--- src/rtl/cond_unit_pkg.sv ---
// Shared controller definitions: condition codes, NZCV bit positions and
// FlagW field positions used by the conditional-execution stage.
package cond_unit_pkg;

    localparam int unsigned COND_W  = 4;
    localparam int unsigned FLAGS_W = 4;
    localparam int unsigned FW_W    = 2;

    // Instr[31:28] condition codes
    localparam logic [COND_W-1:0] COND_EQ = 4'b0000;
    localparam logic [COND_W-1:0] COND_NE = 4'b0001;
    localparam logic [COND_W-1:0] COND_CS = 4'b0010;
    localparam logic [COND_W-1:0] COND_CC = 4'b0011;
    localparam logic [COND_W-1:0] COND_MI = 4'b0100;
    localparam logic [COND_W-1:0] COND_PL = 4'b0101;
    localparam logic [COND_W-1:0] COND_VS = 4'b0110;
    localparam logic [COND_W-1:0] COND_VC = 4'b0111;
    localparam logic [COND_W-1:0] COND_HI = 4'b1000;
    localparam logic [COND_W-1:0] COND_LS = 4'b1001;
    localparam logic [COND_W-1:0] COND_GE = 4'b1010;
    localparam logic [COND_W-1:0] COND_LT = 4'b1011;
    localparam logic [COND_W-1:0] COND_GT = 4'b1100;
    localparam logic [COND_W-1:0] COND_LE = 4'b1101;
    localparam logic [COND_W-1:0] COND_AL = 4'b1110;
    localparam logic [COND_W-1:0] COND_NV = 4'b1111;

    // Bit positions inside {N,Z,C,V}
    localparam int unsigned FLAG_N = 3;
    localparam int unsigned FLAG_Z = 2;
    localparam int unsigned FLAG_C = 1;
    localparam int unsigned FLAG_V = 0;

    // FlagW fields: [1] updates N,Z; [0] updates C,V
    localparam int unsigned FW_NZ = 1;
    localparam int unsigned FW_CV = 0;

endpackage

--- src/rtl/cond_unit_check.sv ---
// Combinational condition evaluator: Cond x {N,Z,C,V} -> CondEx.
// Ports: Cond (4b condition field), Flags (4b NZCV), CondEx (1b result).
module cond_check
    import cond_unit_pkg::*;
#(
    parameter bit NV_EXECUTES = 1'b0
) (
    input  logic [COND_W-1:0]  Cond,
    input  logic [FLAGS_W-1:0] Flags,
    output logic               CondEx
);

    logic n, z, c, v;

    assign n = Flags[FLAG_N];
    assign z = Flags[FLAG_Z];
    assign c = Flags[FLAG_C];
    assign v = Flags[FLAG_V];

    // Full 16-way decode so every Cond value yields a defined result
    always_comb begin
        CondEx = 1'b0;
        case (Cond)
            COND_EQ: CondEx = z;
            COND_NE: CondEx = ~z;
            COND_CS: CondEx = c;
            COND_CC: CondEx = ~c;
            COND_MI: CondEx = n;
            COND_PL: CondEx = ~n;
            COND_VS: CondEx = v;
            COND_VC: CondEx = ~v;
            COND_HI: CondEx = c & ~z;
            COND_LS: CondEx = ~c | z;
            COND_GE: CondEx = ~(n ^ v);
            COND_LT: CondEx = n ^ v;
            COND_GT: CondEx = ~z & ~(n ^ v);
            COND_LE: CondEx = z | (n ^ v);
            COND_AL: CondEx = 1'b1;
            COND_NV: CondEx = NV_EXECUTES;
            default: CondEx = 1'b0;
        endcase
    end

endmodule

--- src/rtl/cond_unit.sv ---
// Conditional-execution stage: holds NZCV, evaluates Cond and gates the
// decoder's PC/register/memory write requests with the condition decided
// in the decode cycle (CondExDelayed).
// Ports: clk, reset (async active-low); Cond, ALUFlags, FlagW, PCS, NextPC,
// RegW, MemW in; PCWrite, RegWrite, MemWrite, Flags, CondEx out.
module cond_unit
    import cond_unit_pkg::*;
#(
    parameter bit                 NV_EXECUTES = 1'b0,
    parameter logic [FLAGS_W-1:0] FLAGS_RESET = 4'b0000
) (
    input  logic               clk,
    input  logic               reset,
    input  logic [COND_W-1:0]  Cond,
    input  logic [FLAGS_W-1:0] ALUFlags,
    input  logic [FW_W-1:0]    FlagW,
    input  logic               PCS,
    input  logic               NextPC,
    input  logic               RegW,
    input  logic               MemW,
    output logic               PCWrite,
    output logic               RegWrite,
    output logic               MemWrite,
    output logic [FLAGS_W-1:0] Flags,
    output logic               CondEx
);

    logic [FLAGS_W-1:0] flags_q;
    logic               cond_ex_delayed;

    cond_check #(
        .NV_EXECUTES (NV_EXECUTES)
    ) u_cond_check (
        .Cond   (Cond),
        .Flags  (flags_q),
        .CondEx (CondEx)
    );

    // Flag register (two independently enabled fields) and condition pipeline flop
    always_ff @(posedge clk or negedge reset) begin
        if (!reset) begin
            flags_q         <= FLAGS_RESET;
            cond_ex_delayed <= 1'b0;
        end else begin
            cond_ex_delayed <= CondEx;
            if (FlagW[FW_NZ] & cond_ex_delayed) begin
                flags_q[FLAG_N] <= ALUFlags[FLAG_N];
                flags_q[FLAG_Z] <= ALUFlags[FLAG_Z];
            end
            if (FlagW[FW_CV] & cond_ex_delayed) begin
                flags_q[FLAG_C] <= ALUFlags[FLAG_C];
                flags_q[FLAG_V] <= ALUFlags[FLAG_V];
            end
        end
    end

    // Write gating; qualified by reset so enables drop the instant reset asserts
    assign PCWrite  = reset & ((PCS & cond_ex_delayed) | NextPC);
    assign RegWrite = reset & RegW & cond_ex_delayed;
    assign MemWrite = reset & MemW & cond_ex_delayed;
    assign Flags    = flags_q;

endmodule

--- config.mk ---
export PLATFORM = sky130hd
export DESIGN_NAME = cond_unit
export DESIGN_NICKNAME = d
export VERILOG_FILES = /design/src/rtl/cond_unit_pkg.sv /design/src/rtl/cond_unit_check.sv /design/src/rtl/cond_unit.sv
export SDC_FILE = /design/constraint.sdc
export NUM_CORES = 1
export LEC_CHECK = 0
export CAP_MARGIN = 20
export CORE_AREA = 4 4 41 43
export CTS_CLUSTER_SIZE = 20
export DETAILED_ROUTE_END_ITERATION = 6
export DIE_AREA = 0 0 45 47
export PLACE_DENSITY = 0.6
export SLEW_MARGIN = 20
export SYNTH_ARGS = -nofsm -noshare
export SYNTH_HDL_FRONTEND = slang
export SYNTH_HIERARCHICAL = 1
export SYNTH_SLANG_ARGS = --single-unit
--- constraint.sdc ---
create_clock -name clk -period 2.05 [get_ports clk]
set_input_delay 0.3075 -clock clk [delete_from_list [all_inputs] [get_ports clk]]
set_output_delay 0.3075 -clock clk [all_outputs]
set_load 0.02 [all_outputs]
==> results.sh, run 1 <==
export IMPL_status="complete, no violations"
export IMPL_dieArea_um2=2115
export IMPL_average_footprint_of_a_synthesized_cell_um2=9.450
export IMPL_synth_enable_flop_cells=0
export IMPL_p_comb_share_pct=62.1
export IMPL_grt_pass1_vias=399
export IMPL_power_frac_clock_pct=14.1
export IMPL_globalRoute_totalOverflow=0
export IMPL_cts_made_buffers=3
export IMPL_crit_buf_inv=1
export IMPL_min_delay_path_class="in -> async"
export IMPL_clock_slew_seen_by_the_registers_of_the_worst_setup_and_hold_paths_ps=50
export IMPL_final_setup_skew_ps=3.391
export IMPL_required_ps=1740
export IMPL_antenna_found_initial=0
export IMPL_layout_filler_cells=142
export IMPL_critical_path_class="reg -> out"
export IMPL_period_minus_slack_ps=2030
export IMPL_timing_critical_path_cells="xor2_2 -> xor2_1 -> a2111oi_2 -> a311oi_1 -> o22ai_1 -> buf_4"
export IMPL_post_layout_total_power_mw=0.8132
export IMPL_htree_levels=1
export IMPL_dr_pass1_iters=4
export IMPL_worst_tran_pin_value_ps=288.3
export IMPL_numClockSinks=5
export IMPL_synth_cells_most_frequent="5 x dfrtp_1, 4 x a21oi_1, 4 x mux2_1"
export IMPL_route_detailed_vias_per_inst=4.674
export IMPL_ratio_of_cells_with_drive_above_1_in_the_final_layout_pct=25.68
export IMPL_post_cts_hold_buffer_count=0
export IMPL_area_used_by_multi_input_combinational_logic_um2=231.5
export IMPL_start_util_pct=27.60
export IMPL_dieHeight_um=47
export IMPL_synth_most_common_cell="dfrtp_1"
export IMPL_yosys_top_cells_area="dfrtp_1 35%, mux2_1 13%, xor2_1 7.3%"
export IMPL_post_synth_top_area_fraction_pct=34.84
export IMPL_cp_arrival_ps=1720
export IMPL_antenna_cells=0
export IMPL_cpMaxStageDelayCell="dfrtp_1"
export IMPL_report_final_slew_viol_count=0
export IMPL_postSynth_topFlopCell="dfrtp_1"
export IMPL_maximum_single_stage_delay_on_the_critical_path_ps=400
export IMPL_syn_nets=54
export IMPL_synth_seq_area_share_pct=34.84
export IMPL_async_s_r_ff_share_synth_pct=100.0
export IMPL_power_density_nw_per_um2=1140
export IMPL_final_hold_violation_count=0
export IMPL_critPathTopFamily="compound AO/OA/AOI/OAI gates"
export IMPL_seqCellArea_um2=125.1
export IMPL_yosys_warnings=6
export IMPL_routed_via_count=416
export IMPL_wire_per_inst_um=11.38
export IMPL_synth_cells=38
export IMPL_maxClockFrequency_ghz=0.4927
export IMPL_finalWeightedCongestion=0.7474
export IMPL_reg_power_share_pct=23.8
export IMPL_initialDrtViolationCount=7
export IMPL_peakVddDrop_uv=752.6
export IMPL_worst_path_max_fanout=3
export IMPL_detail_route_drc_violations=0
export IMPL_cellLeakagePower_nw=0.3042
export IMPL_ios=24
export IMPL_power_net_switching_mw=0.3136
export IMPL_dieWidth_um=45
export IMPL_antenna_violating_nets_post_route=0
export IMPL_slew_headroom_pct=80.78
export IMPL_ys_types=22
export IMPL_sw_frac_of_total_pct=38.56
export IMPL_pre_cts_slack_ps=-590.6
export IMPL_place_hpwl_um=841.2
export IMPL_grt_setup_unrepaired="yes"
export IMPL_postCtsSetupBuffers=0
export IMPL_cts_root_buf="clkbuf_4"
export IMPL_cell_internal_pwr_mw=0.4997
export IMPL_track_usage_pct=10.07
export IMPL_port_buffer_count=23
export IMPL_final_setup_viol_count=0
export IMPL_final_net_count=91
export IMPL_cts_max_path_buffers=2
export IMPL_drt_total_wl_mm=1.013
export IMPL_grt_start_max_net_pins=9
export IMPL_post_route_worst_setup_slack_ps=20.26
export IMPL_cts_tree="done"
export IMPL_clkLatencyLatePin_ps=240
export IMPL_fin_crit_sh_pct=99.01
export IMPL_syn_to_final_growth_pct=98.61
export IMPL_site_rows=13
export IMPL_maxCapViolCount=0
export IMPL_end_kind="output pin"
export IMPL_cp_start_kind="flip-flop"
export IMPL_core_region_area_um2=1301
export IMPL_synth_largest_area_cell="dfrtp_1"
export IMPL_synthesis_area_um2=359.1
export IMPL_grt_pass1_wl_mm=1.545
export IMPL_postSynthRegisterBits=5
==> per-layer routing <==
layer | track usage [%] | up-vias | share of wire [%]
met5 | 0 | - | 0
met4 | 5.263 | 0 | 0
met3 | 1.533 | 0 | 7.6
met2 | 16.95 | 14 | 50
met1 | 12.41 | 189 | 43
li1 | - | 213 | -
==> worst paths after layout <==
check                      startpoint              end  slack (ps)  cells past startpoint
max in group asynchronous       reset         Flags[2]        1540                      2
setup reg to reg             Flags[1]  cond_ex_delayed         640                      6
hold / removal                  reset         Flags[1]         400                      2
min in group clk             Flags[2]         Flags[2]         630                      2
setup / recovery             Flags[3]           CondEx          20                      6
hold reg to reg              Flags[2]         Flags[2]         630                      2
==> cells by family (layout without fill, tap and decap cells) <==
kind of cell	after synthesis	after routing	synth area share [%]
simple gates	11	11	17.42
mux	5	5	15.33
buf+inv	3	39	4.180
compound gates	10	10	18.47
xor+xnor	4	4	9.758
flops	5	5	34.84
==> cell type report <==
cell class / instances / share of cell area (%)
clock buffers: 4 / 3.684
well taps: 15 / 2.632
multi-input cells: 30 / 32.46
repair buffers: 34 / 43.16
inverters: 1 / 0.5263
flip-flops and latches: 5 / 17.54
==> placed cells by master, fill, tap and decap left out, types with 2 or more instances in the layout <==
cell type        count
dfrtp_1              5
buf_4               12
clkdlybuf4s50_1     20
nor2b_1              2
nand2_1              2
nor2_1               2
and3_2               2
a21oi_1              4
dlygate4sd2_1        2
clkbuf_4             3
mux2_1               4
xor2_1               2
==> power by group through the flow <==
stage	clock network (mW)	logic, mW	registers, mW
final	0.115	0.505	0.193
after global routing	0.130	0.542	0.204
after CTS	0.122	0.503	0.195
after detailed placement	0	0.497	0.189
after global placement	0	0.497	0.190
after floorplan	0	0.176	0.250
==> through the flow <==
stage	std cells	TNS (ps)	hold slack [ps]	cell area [µm²]	utilization, %
after CTS	89	-59.55	390.9	708.2	54.42
after global routing	89	-113.5	420.2	713.2	54.81
final	89	0	395.7	713.2	54.81
after detailed placement	85	-590.6	611.5	679.4	52.21
after floorplan	38	0	11.91	359.1	-
after global placement	85	-596.3	601.3	679.4	52.21
==> registers in the layout (all words and copies together) (netlist names) <==
register,count
Flags,4
cond_ex_delayed,1
==> timing repair <==
| action | CTS | global route |
|---|---|---|
| gates cloned | 0 | 0 |
| setup endpoints to repair | 1 | 1 |
| resized for setup | 8 | 1 |
| pin swaps | 2 | 1 |
Power figures use the tool's default switching activity.
==> run 2, diff against run 1 <==
- GPL_TIMING_DRIVEN: unset -> 0
==> run 2 against run 1 <==
The flow now finishes with violations (setup timing). Final cell count fell by 10%. Total power decreased by 7.0%. Wire length decreased by 13%. Largest power group unchanged. Highest routed layer unchanged.
==> results.sh, run 2 (synthesis results as in run 1) <==
export IMPL_cp_start_kind="flip-flop"
export IMPL_post_cts_hold_buffer_count=0
export IMPL_syn_to_final_growth_pct=77.70
export IMPL_crit_buf_inv=1
export IMPL_post_route_worst_setup_slack_ps=-19.12
export IMPL_clkLatencyLatePin_ps=240
export IMPL_cts_root_buf="clkbuf_4"
export IMPL_grt_pass1_vias=362
export IMPL_place_hpwl_um=716.9
export IMPL_maxCapViolCount=0
export IMPL_drt_total_wl_um=880
export IMPL_clock_slew_seen_by_the_registers_of_the_worst_setup_and_hold_paths_ps=40
export IMPL_dieHeight_um=47
export IMPL_worst_path_max_fanout=3
export IMPL_critical_path_class="reg -> out"
export IMPL_end_kind="output pin"
export IMPL_antenna_found_initial=0
export IMPL_ratio_of_cells_with_drive_above_1_in_the_final_layout_pct=16.92
export IMPL_report_final_slew_viol_count=0
export IMPL_layout_filler_cells=130
export IMPL_status="finished with violations"
export IMPL_slew_headroom_pct=77.94
export IMPL_site_rows=13
export IMPL_core_region_area_um2=1301
export IMPL_peakVddDrop_uv=617.7
export IMPL_numClockSinks=5
export IMPL_cts_max_path_buffers=2
export IMPL_timing_critical_path_cells="xor2_2 -> xor2_1 -> a2111oi_2 -> a311oi_1 -> o22ai_1 -> buf_4"
export IMPL_cellLeakagePower_nw=0.2577
export IMPL_track_usage_pct=9.452
export IMPL_seqCellArea_um2=125.1
export IMPL_final_setup_viol_count=1
export IMPL_start_util_pct=27.60
export IMPL_port_buffer_count=21
export IMPL_maximum_single_stage_delay_on_the_critical_path_ps=400
export IMPL_largest_register_ff_count=4
export IMPL_route_detailed_vias_per_inst=4.688
export IMPL_maxClockFrequency_ghz=0.4833
export IMPL_power_density_nw_per_um2=1185
export IMPL_area_used_by_multi_input_combinational_logic_um2=231.5
export IMPL_post_layout_total_power_mw=0.7561
export IMPL_detail_route_drc_violations=0
export IMPL_worst_tran_pin_value_ps=330.8
export IMPL_required_ps=1740
export IMPL_cp_arrival_ps=1760
export IMPL_min_delay_path_class="in -> async"
export IMPL_final_net_count=82
export IMPL_mostFrequentLayoutCell="clkdlybuf4s50_1"
export IMPL_grt_setup_unrepaired="yes"
export IMPL_ios=24
export IMPL_fin_crit_sh_pct=100.9
export IMPL_routed_via_count=375
export IMPL_globalRoute_totalOverflow=0
export IMPL_cts_tree="done"
export IMPL_final_hold_violation_count=0
export IMPL_initialDrtViolationCount=1
export IMPL_antenna_violating_nets_post_route=0
export IMPL_wire_per_inst_um=11.00
export IMPL_dr_pass1_iters=4
export IMPL_grt_start_max_net_pins=9
export IMPL_commonest_cells_after_routing_fill_and_taps_aside="19 x clkdlybuf4s50_1, 5 x dfrtp_1, 4 x a21oi_1, 4 x mux2_1, 4 x buf_4"
export IMPL_final_setup_skew_ps=0.9941
export IMPL_dieWidth_um=45
export IMPL_grt_pass1_wl_mm=1.455
export IMPL_cpMaxStageDelayCell="dfrtp_1"
export IMPL_fin_util_pct=49.04
export IMPL_critPathTopFamily="compound AO/OA/AOI/OAI gates"
export IMPL_antenna_cells=0
export IMPL_failed_checks="setup timing"
export IMPL_cts_made_buffers=3
export IMPL_htree_levels=1
export IMPL_period_minus_slack_ps=2069
export IMPL_dieArea_um2=2115
export IMPL_finalWeightedCongestion=0.7999
[run 2: final timing paths]
check                           depth (start not counted)  slack [ps]  startpoint               to
worst min-delay path                                    1          50       reset         Flags[1]
worst min register to register                          1         610    Flags[2]         Flags[2]
worst max register to register                          5         610    Flags[0]  cond_ex_delayed
worst max-delay path                                    6         -20    Flags[0]           CondEx
min in group clk                                        3         500     Cond[0]  cond_ex_delayed
max in group asynchronous                               1        1790       reset         Flags[2]
[run 2: per-layer routing]
layer | global-route usage [%] | vias up | routed length (µm)
li1 | - | 192 | -
met2 | 14.41 | 16 | 406
met1 | 12.01 | 167 | 397
met4 | 5.263 | 0 | 0
met3 | 2.682 | 0 | 76
met5 | 0 | - | 0
[run 2: stage by stage]
step / setup slack, ps / instance area, µm² / instances / TNS, ps / hold slack [ps]
after floorplan: 82.57 / 359.1 / 38 / 0 / 11.91
after global placement: -374.2 / 588.1 / 74 / -500.7 / 548.5
after detailed placement: -403.9 / 588.1 / 74 / -511.8 / 561.6
after CTS: -50.65 / 638.1 / 80 / -50.65 / 50.27
after global routing: -160.5 / 638.1 / 80 / -160.5 / 57.29
final: -19.12 / 638.1 / 80 / -19.12 / 46.80
[run 2: cell type report]
cell class | count | area share, %
buffer | 2 | 1.765
clock buffer | 4 | 4.118
inverter | 1 | 0.5882
multi-input combinational | 30 | 36.27
sequential | 5 | 19.61
tap | 15 | 2.941
timing repair buffer | 23 | 34.71
[run 2: what timing repair did]
action	in CTS	in global routing
pin swaps	3	1
resized for setup	8	0
setup endpoints to repair	4	1
setup buffers	2	0
[run 2: power breakdown]
part / internal, mW / switching, mW
Sequential: 0.148 / 0.0613
Clock: 0.0734 / 0.0371
Combinational: 0.234 / 0.203
